## config.mk

```make
export PLATFORM = sky130hd
export DESIGN_NAME = fetch_queue
export DESIGN_NICKNAME = d
export VERILOG_FILES = /design/src/rtl/fetch_pkg.sv /design/src/rtl/fetch_queue_ram.sv /design/src/rtl/fetch_queue.sv
export SDC_FILE = /design/constraint.sdc
export NUM_CORES = 1
export LEC_CHECK = 0
export CORE_UTILIZATION = 61
export CTS_BUF_LIST = sky130_fd_sc_hd__clkbuf_4
export CTS_CLUSTER_SIZE = 12
export DETAILED_ROUTE_END_ITERATION = 16
export HOLD_SLACK_MARGIN = 0.12
export PLACE_DENSITY = 0.95
export SLEW_MARGIN = 20
export SYNTH_ARGS = -nofsm -noshare
export SYNTH_HDL_FRONTEND = slang
export SYNTH_SLANG_ARGS = --single-unit
```

## constraint.sdc

```tcl
create_clock -name clk -period 6.9 [get_ports clk]
set_clock_uncertainty 0.1 [all_clocks]
set_input_delay 1.035 -clock clk [delete_from_list [all_inputs] [get_ports clk]]
set_output_delay 1.035 -clock clk [all_outputs]
set_load 0.05 [all_outputs]
```

## src/rtl/fetch_pkg.sv

```systemverilog
// Shared types and constants for the fetch-to-decode queue.
package fetch_pkg;

  localparam logic [31:0] NOP_INSTR  = 32'h00000013;
  localparam int          FQ_ENTRY_W = 97;

  // Bit offsets of each field inside a packed entry, MSB first: {pc, instr, br_pred, tgt}
  localparam int FQ_TGT_LSB   = 0;
  localparam int FQ_BRP_BIT   = 32;
  localparam int FQ_INSTR_LSB = 33;
  localparam int FQ_PC_LSB    = 65;

  typedef struct packed {
    logic [31:0] pc;
    logic [31:0] instr;
    logic        br_pred;
    logic [31:0] tgt;
  } fq_entry_t;

endpackage

```

## src/rtl/fetch_queue_ram.sv

```systemverilog
// Entry storage: one write port, one asynchronous read port, contents not reset.
module fetch_queue_ram
  import fetch_pkg::*;
#(
  parameter int DEPTH = 4
) (
  input  logic                     clk,
  input  logic                     we,
  input  logic [$clog2(DEPTH)-1:0] waddr,
  input  fq_entry_t                wdata,
  input  logic [$clog2(DEPTH)-1:0] raddr,
  output fq_entry_t                rdata
);

  fq_entry_t mem [DEPTH];

  always_ff @(posedge clk) begin
    if (we) mem[waddr] <= wdata;
  end

  assign rdata = mem[raddr];

endmodule

```

## src/rtl/fetch_queue.sv

```systemverilog
// Show-ahead fetch queue: pointers, occupancy, single-cycle flush and head muxing.
module fetch_queue
  import fetch_pkg::*;
#(
  parameter int DEPTH = 4
) (
  input  logic                     clk,
  input  logic                     reset_n,
  input  logic                     push_valid_i,
  input  logic [31:0]              pc_i,
  input  logic [31:0]              instruction_i,
  input  logic                     br_pred_i,
  input  logic [31:0]              new_pc_pred_i,
  output logic                     full_o,
  input  logic                     pop_i,
  input  logic                     flush_i,
  output logic                     valid_o,
  output logic [31:0]              pc_o,
  output logic [31:0]              instruction_o,
  output logic                     br_pred_o,
  output logic [31:0]              new_pc_pred_o,
  output logic [$clog2(DEPTH):0]   count_o
);

  localparam int PW = $clog2(DEPTH);
  localparam int CW = PW + 1;
  localparam logic [CW-1:0] FULL_CNT = CW'(DEPTH);

  logic [PW-1:0] rd_ptr, wr_ptr;
  logic [CW-1:0] count;
  logic          push_ok, pop_ok;
  fq_entry_t     wr_entry, head;

  // full/valid come only from the registered count, so decode stall logic
  // feeding pop_i can never loop back into full_o.
  assign full_o  = (count == FULL_CNT);
  assign valid_o = (count != '0);
  assign push_ok = push_valid_i && !full_o && !flush_i;
  assign pop_ok  = pop_i && valid_o && !flush_i;
  assign count_o = count;

  assign wr_entry = '{pc: pc_i, instr: instruction_i, br_pred: br_pred_i, tgt: new_pc_pred_i};

  fetch_queue_ram #(.DEPTH(DEPTH)) u_ram (
    .clk   (clk),
    .we    (push_ok),
    .waddr (wr_ptr),
    .wdata (wr_entry),
    .raddr (rd_ptr),
    .rdata (head)
  );

  always_ff @(posedge clk or negedge reset_n) begin
    if (!reset_n) begin
      rd_ptr <= '0;
      wr_ptr <= '0;
      count  <= '0;
    end else if (flush_i) begin
      rd_ptr <= '0;
      wr_ptr <= '0;
      count  <= '0;
    end else begin
      if (push_ok) wr_ptr <= wr_ptr + PW'(1);
      if (pop_ok)  rd_ptr <= rd_ptr + PW'(1);
      case ({push_ok, pop_ok})
        2'b10:   count <= count + CW'(1);
        2'b01:   count <= count - CW'(1);
        default: count <= count;
      endcase
    end
  end

  // Empty queue presents a NOP so decode never sees stale storage.
  always_comb begin
    pc_o          = '0;
    instruction_o = NOP_INSTR;
    br_pred_o     = 1'b0;
    new_pc_pred_o = '0;
    if (valid_o) begin
      pc_o          = head.pc;
      instruction_o = head.instr;
      br_pred_o     = head.br_pred;
      new_pc_pred_o = head.tgt;
    end
  end

endmodule

```

**Word-level counts from Yosys, hierarchy flattened**

Memories as Yosys holds them, arrays and structs flattened.
Index checks and enable logic that the tools add are counted.

- Memory bits (writable): 388
- Logic and storage cells: 33
- Memories kept: 1
- Bits in registers: 7
- Output and inout port bits: 102

Memories:

| name | depth | bits a word | read ports | clocked after Yosys merged registers in | wr ports | line | text |
|---|---|---|---|---|---|---|---|
| u_ram.mem | 4 | 97 | 1 | 0 | 1 | fetch_queue_ram.sv:15 | `fq_entry_t mem [DEPTH];` |

- Equal/unequal tests: 3
- Add/subtract/negate cells: 4
- Multiplexer cells: 12
- Reductions and logical operators: 10

Operators with widths:

| operator | number |
|---|---|
| 32-bit two-way mux | 3 |
| 2-bit two-way mux | 4 |
| 3-bit one-hot mux with 2 select lines | 1 |
| 3-bit nonzero test | 2 |
| 2-bit by 1-bit adder with 2-bit output, second input constant | 2 |
| 1-bit logical AND | 4 |
| 2-bit nonzero test | 2 |
| 3-bit by 1-bit adder with 3-bit output, second input constant | 1 |
| 3-bit equality test, second input constant | 1 |
| 1-bit two-way mux | 3 |
| 3-bit two-way mux | 1 |
| 3-bit by 1-bit subtractor with 3-bit output, second input constant | 1 |
| 2-bit by 1-bit equality test with 1-bit output, second input constant | 1 |
| 2-bit equality test, second input constant | 1 |
| 1-bit logical NOT | 2 |

**Longest topological paths before layout**

Gate-level depths: netlist of run 1.

- Depth in word-level cells: 7
- Gate-level depth with buffers: 8

**Hierarchy**

Synthesis of run 1 repeated with hierarchy kept, for this count alone.

- Cells, all modules: 673
- Area total of the unflattened synthesis: 15230.9 um^2

Modules (own cells, without submodules):

| module | cells an instance | seq. area each (um^2) | instances | area an instance (um^2) |
|---|---|---|---|---|
| fetch_queue_ram | 511 | 11651.2 | 1 | 14015.9 |
| fetch_queue | 162 | 175.2 | 1 | 1214.9 |

**Least setup slack after synthesis of run 1**

No wires, ideal clock.

- Path kind: register to register
- From: register count[1] (netlist: count_o[1])
- To: memory u_ram.mem[0][0] in the netlist's numbering, enable pin
- Buffers on the path: 1
- Setup slack: 2540 ps
- Stages on the path, launching flop included: 5
- Period minus slack after synthesis: 4360 ps
- Data arrival time: 3794 ps
- Cell sequence: dfrtp_1 > buf_2 > nor3b_1 > nor3b_1 > and2_1

- Cells in the longest elaborated chain, start to end: 6

Ends and longest elaborated chain:

| what | line | text |
|---|---|---|
| from (decl) | fetch_queue.sv:30 | `logic [CW-1:0] count;` |
| from (signal assigned) | fetch_queue.sv:66 | `2'b10: count <= count + CW'(1);` |
| from (signal assigned) | fetch_queue.sv:67 | `2'b01: count <= count - CW'(1);` |
| from (signal assigned) | fetch_queue.sv:68 | `default: count <= count;` |
| 3-bit equality test | fetch_queue.sv:36 | `assign full_o = (count == FULL_CNT);` |
| net full_o | fetch_queue.sv:14 | `output logic full_o,` |
| 1-bit logical NOT | fetch_queue.sv:38 | `assign push_ok = push_valid_i && !full_o && !flush_i;` |
| 1-bit logical AND (2 in a row) | fetch_queue.sv:38 |  |
| 1-bit two-way mux | fetch_queue_ram.sv:18 | `if (we) mem[waddr] <= wdata;` |
| 1-bit two-way mux (implied by the code) | fetch_queue_ram.sv:18 |  |
| to (decl) | fetch_queue_ram.sv:15 |  |

The timed path passes the listed nets, and every way through them passes these cells.

**Final worst setup path of run 1**

- From: register rd_ptr[1]
- To: output pc_o[0]

- Cells in the longest elaborated chain, start to end: 2

Ends and longest elaborated chain:

| what | line | text |
|---|---|---|
| from (decl) | fetch_queue.sv:29 | `logic [PW-1:0] rd_ptr, wr_ptr;` |
| from (signal assigned) | fetch_queue.sv:64 | `if (pop_ok) rd_ptr <= rd_ptr + PW'(1);` |
| memory 4 x 97 bit | - |  |
| 32-bit two-way mux | fetch_queue.sv:79 | `if (valid_o) begin` |
| to (decl) | fetch_queue.sv:18 | `output logic [31:0] pc_o,` |

Every way passes these cells.

==> results of run 1 <==
-- kinds of logic (layout without fill, tap and decap cells) --
kind of cell	Yosys count	count (layout)	synth area share (%)
and+or+nand+nor	126	126	5.00
muxes	98	98	14.5
adders and majority gates	5	5	0.462
DFF	395	395	77.9
xor gates and xnor gates	4	4	0.231
AOI/OAI and AO/OA	13	13	0.561
buffers and inverters	41	374	1.34
other	0	5	0
-- stage by stage --
step / util (%) / hold slack (ps)
after global routing: 76.5 / 531
after detailed placement: 71.8 / 507
after floorplan: - / 442
after CTS: 76.4 / 493
final: 76.5 / 524
after global placement: 71.8 / 465
-- metal layers --
layer,share of wire [%],GRT usage [%],up-vias
li1,-,-,3388
met1,40,31.3,3928
met2,51,39.1,350
met3,7.1,5.53,47
met4,1.9,9.92,0
met5,0,0,-
-- worst paths after layout --
kind	cells after the start	slack, ps	to
setup / recovery	4	2100	pc_o[0]
hold reg to reg	2	520	wr_ptr[1]$_DFFE_PN0P_
max in group asynchronous	1	5850	rd_ptr[0]$_DFFE_PN0P_
setup reg to reg	4	3680	u_ram.mem[1][16]$_DFFE_PP_
min in group asynchronous	1	550	rd_ptr[1]$_DFFE_PN0P_
hold / removal	2	520	wr_ptr[1]$_DFFE_PN0P_
-- cell type report --
| cell class | instances | area share, % |
|---|---|---|
| Clock buffer | 133 | 5.35 |
| Sequential cell | 395 | 63.4 |
| Antenna cell | 5 | 0.0671 |
| Timing Repair Buffer | 210 | 11.2 |
| Inverter | 4 | 0.0805 |
| Tap cell | 324 | 2.17 |
| Clock inverter | 27 | 0.758 |
| Multi-Input combinational cell | 246 | 16.9 |
-- synthesized netlist by cell type (all sizes together) --
cell type	count	area share (%)
a2111oi	2	0.12
nand3b	1	0.049
nor3b	3	0.15
xor2	3	0.17
nand3	3	0.099
dfrtp	7	1.2
ha	4	0.33
mux2i	1	0.066
buf	20	0.82
o211ai	1	0.049
a32oi	1	0.058
mux4	97	14
or2	3	0.12
xnor2	1	0.058
nor2	7	0.17
nor3	2	0.099
fa	1	0.13
edfxtp	388	77
a21o	1	0.049
clkbuf	17	0.42
and2	98	4.0
a31oi	1	0.041
nand2b	3	0.12
a21oi	3	0.099
o22ai	2	0.082
o21ai	2	0.066
nand2	6	0.15
inv	4	0.099
-- critical path, delay by kind of cell (launching register included) --
kind,cells,cell delay [ps]
buffers and inverters,2,1260
DFF,1,1110
muxes,1,400
and+or+nand+nor,1,190
-- flip-flops by register name (all words and copies together) (netlist names) --
register   flops
u_ram.mem    388
count_o        3
rd_ptr         2
wr_ptr         2
-- where the power goes --
part	internal (uW)	switching, uW
clock	922	848
sequential	2730	42.1
combinational	451	705
total	4100	1600
==> metrics.md, run 1 <==
| Metric | Value |
|---|---|
| Worst r2r src | `count_o[1]$_DFFE_PN0P_` |
| Die height | `160 um` |
| Fill cells | `roughly 1300` |
| Largest stage delay on the critical path | `~1100 ps` |
| Commonest non-fill, non-tap cells in the layout | `388 x edfxtp_1, 203 x clkdlybuf4s50_1, 133 x clkbuf_4` |
| Netlist Area Pre-Place | `between 15000 and 20000 um^2` |
| DP Cell Count | `~1200` |
| Final HPWL DP | `approximately 17000 um` |
| Starting Density | `62.2%` |
| Cts hold-fix bufs | `0` |
| Post-Synthesis Cells | `around 700` |
| Setup bufs post-CTS | `0` |
| Die area | `~26000 um^2` |
| Clk_lat worst skew | `between 600 and 700 ps` |
| Placement row count | `57` |
| Synth warnings | `0` |
| Area delta synth->final | `23.0%` |
| Synth cell types | `32` |
| Share of cells above drive strength 1 | `between 20 and 25%` |
| Maximum clock rate | `~210 MHz` |
| Max-Cap Viols | `0` |
| GRT Residual Overflow | `0` |
| RePlAce Congestion | `0.731` |
| Post-synthesis register bit count | `395` |
| Sequential element share of the synthesized area | `between 70% and 80%` |
| Req. time, crit path | `between 5000 and 6000 ps` |
| Outcome | `completed` |
| Crit start category | `register` |
| Slew @ Worst Pin | `between 1000 and 1500 ps` |
| First-pass GRT wire length | `45300 um` |
| Final wirelength | `just under 30000 um` |
| Final Setup Violations | `0` |
| I/O pin count | `around 200` |
| Routed wirelength normalized by instance count | `22.0 um` |
| Antenna violations before repair | `1` |
| Slew HR | `31.0%` |
| Vias/cell | `between 5 and 6` |
| Cts bufs inserted | `93` |
| Final antenna-violating net count | `0` |
| Clock-pin slew on the worst setup and hold paths | `about 70 ps` |
| H-tree levels | `3` |
| Max Fanout on Critical Path | `68` |
| CP startpoint | `rd_ptr[1]$_DFFE_PN0P_` |
| Commonest non-fill, non-tap cell in the layout | `edfxtp_1` |
| LEAKAGE | `about 0.006 uW` |
| Post-Synthesis Net Count | `a little under 800` |
| Total power | `5690 uW` |
| Final TNS setup | `0 ps` |
| Critical path type | `register to output pin` |
| Average size of a mapped cell | `roughly 22 um^2` |
| CTS max path bufs | `3` |
| Horiz. Die Dim | `160 um` |
| Core box area | `24400 um^2` |
| CP max stage cell | `dfrtp_4` |
| GRT Total Usage | `a little under a quarter` |
| # DRC | `0` |
| Pin count of the biggest net entering global routing | `between 80 and 90` |
| Via total after detailed routing | `roughly 7700` |
| Max VDD drop | `roughly 180 uV` |
| Pre-CTS setup slack | `2570 ps` |
| Period utilization | `a little over two thirds` |
| Drt first pass iters | `5` |
| Placed Instance Area | `about 18000 um^2` |
| Port bufs | `about 200` |
| Number of global-route vias before repair | `~8100` |
| Worst setup EP type | `output pin` |
| Non-Filler Instances | `1344` |
| Fin. Hold Viols | `0` |
| Hold Crit Class | `register to register` |
| RSZ-0062 raised after global routing | `no` |
| Drt initial violations | `686` |
| Final Cell Area | `between 15000 and 20000 um^2` |
| Root buffer cell | `clkbuf_4` |
| Sink Count | `between 300 and 400` |
| Slew Viols, Final | `0` |
| Period minus WS final | `~4800 ps` |
| Register area | `roughly 12000 um^2` |
| Post_cts resized | `0` |
| Critical-path cell list | `buf_4, mux4_2, and2_1, clkdlybuf4s50_1` |
| CTS tree | `yes` |
| CP Data Arrival Time | `3660 ps` |
| Multi-input logic area | `approximately 3200 um^2` |
| Worst hold path startpoint | `wr_ptr[1]$_DFFE_PN0P_` |
| Worst setup margin | `about 2100 ps` |
| NumNets Final | `between 1000 and 1500` |
| Pwr dens | `305 nW/um^2` |
(Power assumes the default switching activity.)
==> run 2: changes to the inputs <==
--- a/config.mk
+++ b/config.mk
@@ -5,12 +5,12 @@
 export SDC_FILE = /design/constraint.sdc
 export NUM_CORES = 1
 export LEC_CHECK = 0
-export CORE_UTILIZATION = 61
+export CORE_UTILIZATION = 57
 export CTS_BUF_LIST = sky130_fd_sc_hd__clkbuf_4
 export CTS_CLUSTER_SIZE = 12
 export DETAILED_ROUTE_END_ITERATION = 16
 export HOLD_SLACK_MARGIN = 0.12
-export PLACE_DENSITY = 0.95
+export PLACE_DENSITY = 0.94
 export SLEW_MARGIN = 20
 export SYNTH_ARGS = -nofsm -noshare
 export SYNTH_HDL_FRONTEND = slang
==> constraint.sdc (replaced) <==
create_clock -name clk -period 4.8 [get_ports clk]
set_clock_uncertainty 0.1 [all_clocks]
set_input_delay 0.72 -clock clk [delete_from_list [all_inputs] [get_ports clk]]
set_output_delay 0.72 -clock clk [all_outputs]
set_load 0.05 [all_outputs]
==> run 2 against run 1 <==
Against the previous run:
- power up 46%
- register-to-register slack worse by 1600 ps
- utilization decreased by 4.0 points
- design area up 1.2%
- first-iteration DRC count shrank 15%
- worst hold slack got worse by 330 ps
- final cell count increased by 2.4%
- critical endpoint is now instruction_o[7]
- largest cell class unchanged
- combinational power up 43%
==> metrics.md, run 2 (same netlist as run 1, synthesis figures left out) <==
| Metric | Value |
|---|---|
| Outcome | `completed` |
| Sink Count | `395 (unchanged)` |
| Final TNS setup | `0 ps (unchanged)` |
| Final HPWL DP | `18200 um (+8.4%)` |
| Placement row count | `59 (+3.5%)` |
| Via total after detailed routing | `7656 (-0.74%)` |
| I/O pin count | `204 (unchanged)` |
| Area delta synth->final | `24.5%` |
| Maximum clock rate | `~240 MHz` |
| Pin count of the biggest net entering global routing | `61 (-31%)` |
| Gr busiest metal | `met2` |
| Pwr dens | `440 nW/um^2 (+44%)` |
| Vias/cell | `5.56 (-3.0%)` |
| Routed wirelength normalized by instance count | `21.5 um (-2.1%)` |
| First-pass GRT wire length | `44900 um (-0.87%)` |
| Antenna violations before repair | `3 (+2)` |
| Share of cells above drive strength 1 | `25.2% (+0.51 points)` |
| Max reg flops | `388 (unchanged)` |
| Post_cts resized | `0 (unchanged)` |
| NumNets Final | `1067 (+0.95%)` |
| Internal reg-to-reg setup slack | `2060 ps (-1620 ps)` |
| Final antenna-violating net count | `0 (unchanged)` |
| Register with the most flip-flops | `u_ram.mem` |
| Worst r2r src | `count_o[1]$_DFFE_PN0P_` |
| Root buffer cell | `clkbuf_4` |
| Hold slack | `198 ps (-326 ps)` |
| Die height | `165 um (+3.4%)` |
| Number of global-route vias before repair | `8287 (+2.0%)` |
| CTS tree | `yes` |
| Met3 Use GR | `5.39% (-0.14 points)` |
| Max Fanout on Critical Path | `51 (-25%)` |
| Final Setup Violations | `0 (unchanged)` |
| H-tree levels | `3 (unchanged)` |
| Drt first pass iters | `5 (unchanged)` |
| Reg-to-Reg End | `u_ram.mem[0][23]$_DFFE_PP_` |
| Setup bufs post-CTS | `0 (unchanged)` |
| RePlAce Congestion | `0.776 (+6.1%)` |
| Clk_lat worst skew | `690 ps (+30 ps)` |
| CP Data Arrival Time | `3410 ps (-250 ps)` |
| Slew HR | `39.4% (+8.4 points)` |
| GRT Residual Overflow | `0 (unchanged)` |
| Max VDD drop | `330 uV (+83%)` |
| GR Layer Usage met2 | `39.2% (+0.096 points)` |
| Core box area | `26100 um^2 (+6.8%)` |
| Period minus WS final | `around 4200 ps` |
| Port bufs | `203 (unchanged)` |
| Worst setup EP type | `output pin` |
| Req. time, crit path | `3980 ps (-1780 ps)` |
| Cts bufs inserted | `95 (+2.2%)` |
| Commonest non-fill, non-tap cells in the layout | `388 x edfxtp_1, 203 x clkdlybuf4s50_1, 132 x clkbuf_4` |
| # DRC | `0 (unchanged)` |
| Slew Viols, Final | `0 (unchanged)` |
| Clock-pin slew on the worst setup and hold paths | `70 ps (about the same)` |
| LEAKAGE | `0.00611 uW (+1.7%)` |
| GRT Total Usage | `22.6% (-1.2 points)` |
| Die area | `27300 um^2 (+6.9%)` |
| Critical path type | `register to output pin` |
| Fin. Hold Viols | `0 (unchanged)` |
| Cts hold-fix bufs | `0 (unchanged)` |
| Final wirelength | `29600 um (+0.23%)` |
| CTS max path bufs | `3 (unchanged)` |
| FF-to-FF path depth | `4 (unchanged)` |
| Max-Cap Viols | `0 (unchanged)` |
| Drt initial violations | `585 (-15%)` |
| Hold Crit Class | `input port to async pin` |
| Commonest non-fill, non-tap cell in the layout | `edfxtp_1` |
| RSZ-0062 raised after global routing | `no` |
| GR Util met1 | `27.0% (-4.2 points)` |
| Non-Filler Instances | `1376 (+2.4%)` |
| Starting Density | `58.2% (-4.0 points)` |
| Slew @ Worst Pin | `907 ps (-127 ps)` |
| DP Cell Count | `1198 (+1.6%)` |
| Horiz. Die Dim | `165 um (+3.4%)` |
| Period utilization | `roughly nine tenths` |
| Crit start category | `register` |
## run 2: metrics by stage
step	setup WS (ps)	utilization, %	total power (uW)	area [um^2]
6_report	565	72.5	8320	18900
5_1_grt	280	72.5	8670	18900
4_1_cts	471	72.5	8420	18900
3_5_place_dp	1230	67.7	5740	17700
3_3_place_gp	1290	67.7	5700	17700
2_1_floorplan	440	-	5160	15200
## run 2: layout make-up
type | count | area [um^2]
diodes | 3 | 7.51
clock buffers | 132 | 991
clock inverters | 43 | 235
fillers | 1489 | 7170
inverters | 4 | 15.0
multi-input cells | 246 | 3150
flip-flops and latches | 395 | 11800
well taps | 335 | 419
repair buffers | 218 | 2230
## run 2: power by group
| group | switching, uW | internal (uW) | total (uW) |
|---|---|---|---|
| registers | 70.5 | 3920 | 3990 |
| clock network | 1280 | 1390 | 2670 |
| logic | 994 | 667 | 1660 |
| total | 2340 | 5980 | 8320 |
## run 2: per-layer routing
metal / part of all wire [%] / vias to the layer above
li1: - / 3418
met3: 6.4 / 50
met2: 55 / 306
met4: 1.9 / 0
met5: 0 / -
met1: 37 / 3882
## run 2: worst max-delay path, stage by stage (launching register included)
cell and delay (ps):
dfrtp_1 570, nor3_2 130, inv_2 680, buf_4 340, and2_1 170, clkdlybuf4s50_1 820
## run 2: how the worst max path moves through the flow
stage,end,cells after the start,start
CTS,instruction_o[7],5,count_o[0]$_DFFE_PN0P_
global placement,u_ram.mem[0][47]$_DFFE_PP_,4,push_valid_i
finish,instruction_o[7],5,count_o[0]$_DFFE_PN0P_
global route,instruction_o[27],5,count_o[0]$_DFFE_PN0P_
floorplan,u_ram.mem[2][0]$_DFFE_PP_,4,count_o[1]$_DFFE_PN0P_
detailed placement,instruction_o[27],5,count_o[0]$_DFFE_PN0P_
